<file path="config.mk">
export PLATFORM = sky130hd
export DESIGN_NAME = adder_arbiter
export DESIGN_NICKNAME = d
export VERILOG_FILES = /design/src/rtl/adder_arbiter.sv
export SDC_FILE = /design/constraint.sdc
export NUM_CORES = 1
export LEC_CHECK = 0
export CORE_MARGIN = 2
export CORE_UTILIZATION = 35
export DETAILED_ROUTE_END_ITERATION = 12
export DONT_BUFFER_PORTS = 1
export GPL_TIMING_DRIVEN = 0
export PLACE_DENSITY = 0.53
export SYNTH_ARGS = -nofsm -noshare
export SYNTH_HDL_FRONTEND = slang
export SYNTH_SLANG_ARGS = --single-unit
</file>
<file path="constraint.sdc">
create_clock -name clk -period 4.75 [get_ports clk]
set_input_delay 0.475 -clock clk [delete_from_list [all_inputs] [get_ports clk]]
set_output_delay 0.475 -clock clk [all_outputs]
set_load 0.02 [all_outputs]
</file>
<file path="src/rtl/adder_arbiter.sv">
// adder_arbiter: round-robin arbiter in front of a single shared N-bit adder.
// A granted request is latched, then summed in one (narrow) or two/three
// (wide, with a carry-propagation increment) passes through the same adder.
// The result is presented from registers until the consumer accepts it.
module adder_arbiter #(
  parameter int N    = 16,
  parameter int NREQ = 4
) (
  input  logic                      clk,
  input  logic                      reset_n,
  input  logic [NREQ-1:0]           req_valid,
  output logic [NREQ-1:0]           req_ready,
  input  logic [NREQ-1:0]           req_wide,
  input  logic [NREQ*2*N-1:0]       req_a,
  input  logic [NREQ*2*N-1:0]       req_b,
  output logic                      rsp_valid,
  input  logic                      rsp_ready,
  output logic [$clog2(NREQ)-1:0]   rsp_id,
  output logic [2*N-1:0]            rsp_sum,
  output logic                      rsp_cout,
  output logic                      busy
);

  localparam int IDW = $clog2(NREQ);

  typedef enum logic [2:0] {IDLE, LO, HI, INC, DONE} state_t;

  state_t           state_reg;
  logic [IDW-1:0]   last_grant_reg;
  logic [IDW-1:0]   id_reg;
  logic [2*N-1:0]   a_reg;
  logic [2*N-1:0]   b_reg;
  logic             wide_reg;
  logic [N-1:0]     sum_lo_reg;
  logic [N-1:0]     sum_hi_reg;
  logic             c_lo_reg;
  logic             c_hi_reg;

  logic [2*N-1:0]   a_arr [NREQ];
  logic [2*N-1:0]   b_arr [NREQ];
  logic             win_found;
  logic [IDW-1:0]   win_idx;
  logic [IDW-1:0]   cand;
  logic             grant_en;
  logic             accept;
  logic [N-1:0]     add_x;
  logic [N-1:0]     add_y;
  logic [N:0]       add_full;

  // Offers are only made in IDLE and never while reset is held, so the
  // ready vector is silent during reset even though it is combinational.
  assign grant_en = reset_n && (state_reg == IDLE) && win_found;
  assign accept   = |(req_valid & req_ready);

  genvar gi;
  generate
    for (gi = 0; gi < NREQ; gi++) begin : g_req
      assign a_arr[gi]     = req_a[gi*2*N +: 2*N];
      assign b_arr[gi]     = req_b[gi*2*N +: 2*N];
      assign req_ready[gi] = grant_en && (win_idx == IDW'(gi));
    end
  endgenerate

  // Round-robin pick: scan offsets from far to near so the nearest valid
  // requester after last_grant overwrites any farther candidate.
  always_comb begin
    win_found = 1'b0;
    win_idx   = '0;
    cand      = '0;
    for (int off = NREQ; off >= 1; off--) begin
      cand = IDW'((int'(last_grant_reg) + off) % NREQ);
      if (req_valid[cand]) begin
        win_found = 1'b1;
        win_idx   = cand;
      end
    end
  end

  // Operand steering for the one shared adder; INC reuses it as an incrementer.
  always_comb begin
    add_x = '0;
    add_y = '0;
    case (state_reg)
      LO: begin
        add_x = a_reg[N-1:0];
        add_y = b_reg[N-1:0];
      end
      HI: begin
        add_x = a_reg[2*N-1:N];
        add_y = b_reg[2*N-1:N];
      end
      INC: begin
        add_x = sum_hi_reg;
        add_y = N'(1);
      end
      default: ;
    endcase
  end

  assign add_full = {1'b0, add_x} + {1'b0, add_y};

  // Control FSM and datapath registers: capture on accept, one adder pass per state.
  always_ff @(posedge clk or negedge reset_n) begin
    if (!reset_n) begin
      state_reg      <= IDLE;
      last_grant_reg <= IDW'(NREQ - 1);
      id_reg         <= '0;
      a_reg          <= '0;
      b_reg          <= '0;
      wide_reg       <= 1'b0;
      sum_lo_reg     <= '0;
      sum_hi_reg     <= '0;
      c_lo_reg       <= 1'b0;
      c_hi_reg       <= 1'b0;
    end else begin
      case (state_reg)
        IDLE: begin
          if (accept) begin
            a_reg          <= a_arr[win_idx];
            b_reg          <= b_arr[win_idx];
            wide_reg       <= req_wide[win_idx];
            id_reg         <= win_idx;
            last_grant_reg <= win_idx;
            state_reg      <= LO;
          end
        end
        LO: begin
          sum_lo_reg <= add_full[N-1:0];
          c_lo_reg   <= add_full[N];
          state_reg  <= wide_reg ? HI : DONE;
        end
        HI: begin
          sum_hi_reg <= add_full[N-1:0];
          c_hi_reg   <= add_full[N];
          state_reg  <= c_lo_reg ? INC : DONE;
        end
        INC: begin
          sum_hi_reg <= add_full[N-1:0];
          c_hi_reg   <= c_hi_reg | add_full[N];
          state_reg  <= DONE;
        end
        DONE: begin
          if (rsp_ready) state_reg <= IDLE;
        end
        default: state_reg <= IDLE;
      endcase
    end
  end

  // Response fields are pure selections of held registers, stable through DONE.
  assign rsp_valid = (state_reg == DONE);
  assign busy      = (state_reg != IDLE);
  assign rsp_id    = id_reg;
  assign rsp_sum   = wide_reg ? {sum_hi_reg, sum_lo_reg} : {{N{1'b0}}, sum_lo_reg};
  assign rsp_cout  = wide_reg ? c_hi_reg : c_lo_reg;

endmodule

</file>
# [Word level (Yosys, flattened, before mapping)]
# Cells that the tools add are included.
[word_totals] register_bits=106 in_bits=267 out_inout_bits=41 word_cells=81
[classes] addsub=5 order_cmp=6 eq_ne=9 muxes=34 bitwise_logic=3 n_reduce_logical=14
[ops] cell="two-way mux 32 bit" n=5
[ops] cell="binary-select mux 32 bit (select 2 bit)" n=2
[ops] cell="one-hot mux 16 bit (3 select lines)" n=2
[ops] cell="adder 16 x 16 -> 17 bit" n=1
[ops] cell="less-than comparator 2 x 3 -> 1 bit, second input constant" n=5
[ops] cell="one-hot mux 3 bit (5 select lines)" n=1
[ops] cell="two-way mux 3 bit" n=4
[ops] cell="binary-select mux 1 bit (select 2 bit)" n=5
[ops] cell="two-way mux 1 bit" n=10
[ops] cell="two-way mux 2 bit" n=4
[ops] cell="equality test 3 x 2 -> 1 bit, second input constant" n=2
[ops] cell="logical AND 1 bit" n=6
[ops] cell="adder 2 x 1 -> 2 bit, second input constant" n=2
[ops] cell="adder 2 bit, second input constant" n=2
[ops] cell="bitwise AND 4 bit" n=1
[ops] cell="equality test 2 bit, second input constant" n=2
[ops] cell="AND reduction 2 bit" n=2
[ops] cell="OR reduction 4 bit" n=1
[ops] cell="equality test 3 x 1 -> 1 bit, second input constant" n=1
[ops] cell="equality test 3 bit, second input constant" n=1
[ops] cell="greater-or-equal comparator 3 bit, second input constant" n=1
[ops] cell="zero test 3 bit" n=1
[ops] cell="NOT 2 -> 3 bit" n=1
[ops] cell="nonzero test 3 bit" n=1
[ops] cell="other kinds (8)" n=8

# [Logic depth before layout (Yosys ltp)]
[logic_depth] word_depth=13 mapped_depth=13 mapped_depth_nobuf=10

# [Worst setup path after synthesis]
# Ideal clock, no wire load.
[synth_timing] kind="register to register" from="register state_reg[1]" to="register c_hi_reg" setup_ns=0.135 arrival_ns=3.150 t_required_ns=4.615 setup_slack_ns=1.465 stages_incl_launch_ff=13 n_path_buf=2 synth_period_minus_slack_ns=3.285 path_cell_list="dfrtp_1 -> clkbuf_1 -> buf_1 -> mux2_2 -> a22oi_1 -> nor2_1 -> ha_1 -> fa_1 -> a21oi_1 -> o22ai_1 -> a2111o_1 -> a21oi_1 -> o31ai_1"
[synth_via] elab_chain_len=5 word_cells_on_any_way=9 classes_between="1 x add/sub; 3 x eq/ne; 3 x mux; 1 x bitwise; 1 x reduce/logical"
[synth_lines] item="from (decl)" line="28" source="state_t state_reg;"
[synth_lines] item="from (signal assigned)" line="130" source="state_reg <= wide_reg ? HI : DONE;"
[synth_lines] item="from (signal assigned)" line="135" source="state_reg <= c_lo_reg ? INC : DONE;"
[synth_lines] item="equality test 3 x 2 -> 1 bit or equality test 3 x 1 -> 1 bit (tied branches)" line="83, 116"
[synth_lines] item="one-hot mux 16 bit (3 select lines)" line="83" source="case (state_reg)"
[synth_lines] item="adder 16 x 16 -> 17 bit" line="100" source="assign add_full = {1'b0, add_x} + {1'b0, add_y};"
[synth_lines] item="OR 1 bit" line="139" source="c_hi_reg <= c_hi_reg | add_full[N];"
[synth_lines] item="one-hot mux 1 bit (2 select lines)" line="116" source="case (state_reg)"
[synth_lines] item="to (signal assigned)" line="134" source="c_hi_reg <= add_full[N];"
[synth_lines] item="to (signal assigned)" line="139"
[synth_lines] item="to (decl)" line="37" source="logic c_hi_reg;"
# Several ways; a longest one is shown, not always the timed one.
# A chain may end at the register's enable or synchronous reset.

# [Worst setup path in the final report]
[layout_timing] from="register state_reg[1]" to="register sum_lo_reg[10]"
[layout_via] elab_chain_len=3 word_cells_on_any_way=6 classes_between="1 x add/sub; 3 x eq/ne; 2 x mux"
[layout_lines] item="equality test 3 x 2 -> 1 bit or equality test 3 x 1 -> 1 bit (tied branches)" line="83, 116"
[layout_lines] item="one-hot mux 16 bit (3 select lines)" line="83"
[layout_lines] item="adder 16 x 16 -> 17 bit" line="100"
[layout_lines] item="to (signal assigned)" line="128" source="sum_lo_reg <= add_full[N-1:0];"
[layout_lines] item="to (decl)" line="34" source="logic [N-1:0] sum_lo_reg;"
# Several ways; a longest one is shown, not always the timed one.

==> results.md <==
Global route:
- The via count of the first global-routing pass is 5,770.
- The aggregate global-route resource usage is 21.97%.
- The number of antenna violations at the first check in global routing is 6.
- Entering global routing, the biggest net connects 107 pins.
- The aggregate global routing overflow is 0.
- The wire length of the first global-routing pass is 35,470 um.

Critical path:
- On the worst path, the slowest cell contributes a delay of 580 ps.
- The data required time of the worst path is 4970 ps.
- Across all register-to-register paths, the minimum setup slack is 770 ps.
- The worst register-to-register path has a depth of 12.
- The buffers plus inverters on the worst setup path is 2.
- The startpoint-to-endpoint class of the critical path is register to register.
- The critical path goes through clkbuf_1, buf_1, mux2_2, a22oi_1, nor2_1, ha_1, fa_1, a21oi_1, o22ai_1, a211oi_1, xnor2_1, o21ai_0.
- The highest-delay cell along the critical path is sky130_fd_sc_hd__a211oi_1.
- The type of element launching the critical path is a register.
- Among cell families on the critical path, the largest total delay comes from compound AO/OA/AOI/OAI gates.
- The endpoint identified for the worst register-to-register timing path is sum_lo_reg[10].
- The category of the worst setup path capture point is a register.
- The critical path launch point is state_reg[1].
- The data arrival time of the critical path is 4200 ps.
- The maximum fanout count along the critical path is 10.
- The startpoint identified for the worst register-to-register timing path is state_reg[1].

Timing:
- The time the final worst path needs with I/O delays and setup is 3981 ps.
- Derived from the worst setup path, the maximum achievable clock frequency is 251.2 MHz.
- Setup repair after global routing left no endpoint under its margin.
- The final period utilization is 83.80%.
- The worst clock skew is 7.627 ps.
- Summed over all failing endpoints, the final setup total negative slack is 0 ps.
- The final hold violation count is 0.
- Measured against its own limit, the worst slew margin works out to 34.81%.
- For the pin with the worst max-slew slack, the measured transition is 975.7 ps.
- The count of pins over their slew limit is 0.
- Setup violations remaining at the end of the flow were counted as 0.
- The tightest hold path in the finished design has a slack of 63.59 ps.

Power:
- Power spread over the standard cell area amounts to 643.7 mW/mm2.
- Overall power consumption after layout is estimated at 0.005063 W.
- The worst voltage drop across the vdd grid is 0.0003178 V.
- The static power due to leakage is 3.106 nW.

Floorplan:
- The area of the core is 0.02023 mm2.
- The die extent in x is 147.6 um.
- 308 I/O pins were placed.
- The area of the die is 0.02179 mm2.
- From bottom edge to top edge, the die measures 147.6 um.
- The floorplan has 52 rows.
- The initial utilization of the core area, before any placement, comes to 35.67%.

Logic synthesis:
- In the post-synthesis netlist, the biggest area contributors are sky130_fd_sc_hd__dfrtp_1, sky130_fd_sc_hd__mux4_2, sky130_fd_sc_hd__mux2_2.
- In the post-synthesis netlist, the cell with the most instances is sky130_fd_sc_hd__dfrtp_1.
- After synthesis, the share of cell area in mux cells is 33.37%.
- The post-synthesis xor/xnor area fraction is 1.213%.
- The synthesized netlist devotes 11.74% of its cell area to compound gates.
- The netlist area before placement is 0.007218 mm2.
- The post-synthesis instance total is 611.
- After synthesis, the share of flip-flops with an asynchronous set or reset is 100.0%.
- In the synthesized netlist the dominant register cell turns out to be sky130_fd_sc_hd__dfrtp_1.
- The mean cell area of the mapped netlist is 11.81 um2.
- The share of the synthesized area in the top cell type is 36.05%.
- Counting flops and latches in the post-synthesis netlist gives 106.
- The dominant combinational cell family by area after synthesis is multiplexers.
- By count the netlist is led by sky130_fd_sc_hd__dfrtp_1, sky130_fd_sc_hd__mux2_2, sky130_fd_sc_hd__mux4_2.
- The post-synthesis cell type count is 48.
- Summed over all instances, the cell type with the most area after synthesis is sky130_fd_sc_hd__dfrtp_1.
- The synthesized-area fraction occupied by adder cells is 3.051%.
- Yosys mapped a number of flops with a built-in enable equal to 0.
- Summing the areas of all and, or, nand and nor instances in the mapped netlist gives 9.915% of the synthesized area.
- For this run, the number of Yosys warnings is 0.
- The net count after synthesis is 895.
- The sequential cell area fraction in the yosys report is 36.78%.

Routing:
- The number of nets with antenna violations after routing is 0.
- The mean routed wirelength per cell is 26.42 um.
- The sum of routed wire length over all layers is 23,810 um.
- The count of vias placed by the detailed router is 5,313.
- The violation count after the first detailed-routing iteration is 285.
- The final routed DRC violation total is 0.
- The first TritonRoute pass finished after 4 iterations.
- The via count normalized by instance count is 5.897.

Clock tree:
- The clock insertion delay at the later pin of the skew report is 360 ps.
- In this run the number of H-tree levels came out at 3.
- The clock passes through at most 2 buffers.
- The number of buffers created by CTS is 9.
- The CTS tree is built.
- The clock transition time at the flip-flop clock pins of the worst setup and hold paths is 70 ps.
- The library cell used as clock root buffer is sky130_fd_sc_hd__clkbuf_16.
- For this design, the sink count on the clock tree is 106.

Placement:
- In this run the tool buffered the top-level ports with 0 buffer cells.
- The final estimated routing congestion in global placement is 0.8825.
- In this run, placement finished with an instance count of 881.
- After legalization and detailed placement, the total HPWL measured 19,530 um.

Final layout:
- The layout filler cell count is 2,015.
- For this run, the number of standard cells in the final layout without fillers is 901.
- At the end of the flow the core is filled with cells to 38.87%.
- The fraction of layout cells with a size suffix above 1 is 28.98%.
- Compared with the post-synthesis result, the final layout area differs by 8.962%.
- After the last flow step, the layout net total stands at 907.

Outcome:
- The run finished with clean final reports.

Worst hold path:
- In this run the worst hold path is classified as input port to async pin.

Flow run:
- The max-capacitance violation count is 0.
-- per-layer routing --
layer  up-vias  global-route usage, %  part of all wire (%)
li1       2366                      -                     -
met1      2667                  27.15                    40
met2       251                  38.26                    50
met3        27                  5.864                   8.2
met4         2                  5.577                   1.8
met5         -                      0                 0.084
-- report_power, final --
part	leakage (nW)	switching, W	internal, W
sequential	1.30	0.000369	0.00133
clock	0.125	0.000347	0.000370
combinational	1.68	0.00139	0.00126
-- placed cells by master, fill, tap and decap left out, drive strengths merged, types with 3 or more instances in the layout --
cell type,n
xnor2,6
buf,21
nor3,4
diode,3
mux2,83
inv,8
nand3,14
a21o,6
clkinvlp,3
o21a,10
a211oi,4
mux4,65
ha,16
or4,5
a22o,15
dfrtp,104
nand2b,9
nor2,35
o2111ai,5
nand2,45
a22oi,18
o31ai,3
nand4,3
nor2b,3
a21oi,24
o21ai,26
and2,17
xor2,4
nor3b,6
clkbuf,41
o211ai,3
-- worst reg2reg max path, stage by stage, from the launching register on --
cell	delay, ps
sky130_fd_sc_hd__dfrtp_1	320
sky130_fd_sc_hd__clkbuf_1	290
sky130_fd_sc_hd__buf_1	470
sky130_fd_sc_hd__mux2_2	400
sky130_fd_sc_hd__a22oi_1	140
sky130_fd_sc_hd__nor2_1	70
sky130_fd_sc_hd__ha_1	260
sky130_fd_sc_hd__fa_1	420
sky130_fd_sc_hd__a21oi_1	290
sky130_fd_sc_hd__o22ai_1	190
sky130_fd_sc_hd__a211oi_1	580
sky130_fd_sc_hd__xnor2_1	280
sky130_fd_sc_hd__o21ai_0	130
-- per-stage QoR --
step           setup WS (ps)  instance area (um2)
2_1_floorplan           1465                 7218
3_3_place_gp           862.5                 7556
3_5_place_dp           795.7                 7556
4_1_cts                772.6                 7858
5_1_grt                466.0                 7865
6_report               769.4                 7865
-- kinds of logic (layout without fill, tap and decap cells) --
family	after synthesis	after routing
AND/OR/NAND/NOR	147	147
AO/OA/AOI/OAI	125	125
multiplexers	149	149
XOR/XNOR	10	10
adder cells (fa/ha/maj)	17	17
buffers and inverters	57	74
flip-flops	106	106
other	0	3
-- final cells by class --
type / instances / area (um2) / area share (%)
multi-input combinational: 448 / 4279 / 54.41
sequential: 106 / 2655 / 33.76
tap: 270 / 337.8 / 4.295
buffer: 49 / 254.0 / 3.229
clock buffer: 12 / 246.5 / 3.134
inverter: 8 / 30.03 / 0.3818
clock inverter: 4 / 27.53 / 0.3500
timing repair buffer: 1 / 27.53 / 0.3500
antenna: 3 / 7.507 / 0.09545
-- worst max path at each step --
stage                      to  depth (start not counted)
5_1_grt        sum_hi_reg[10]                         12
2_1_floorplan        c_hi_reg                         12
3_3_place_gp   sum_lo_reg[10]                         12
4_1_cts        sum_lo_reg[10]                         12
3_5_place_dp   sum_lo_reg[10]                         12
6_report       sum_lo_reg[10]                         12
-- what timing repair did --
| action | 4_1_cts | 5_1_grt |
|---|---|---|
| buffers inserted | 0 | 0 |
| setup endpoints to repair | 0 | 0 |
| hold buffers | 1 | 0 |
| hold endpoints to repair | 106 | 0 |
| gates resized for setup | 0 | 0 |
Note: power is estimated with default switching activity, not from simulation.
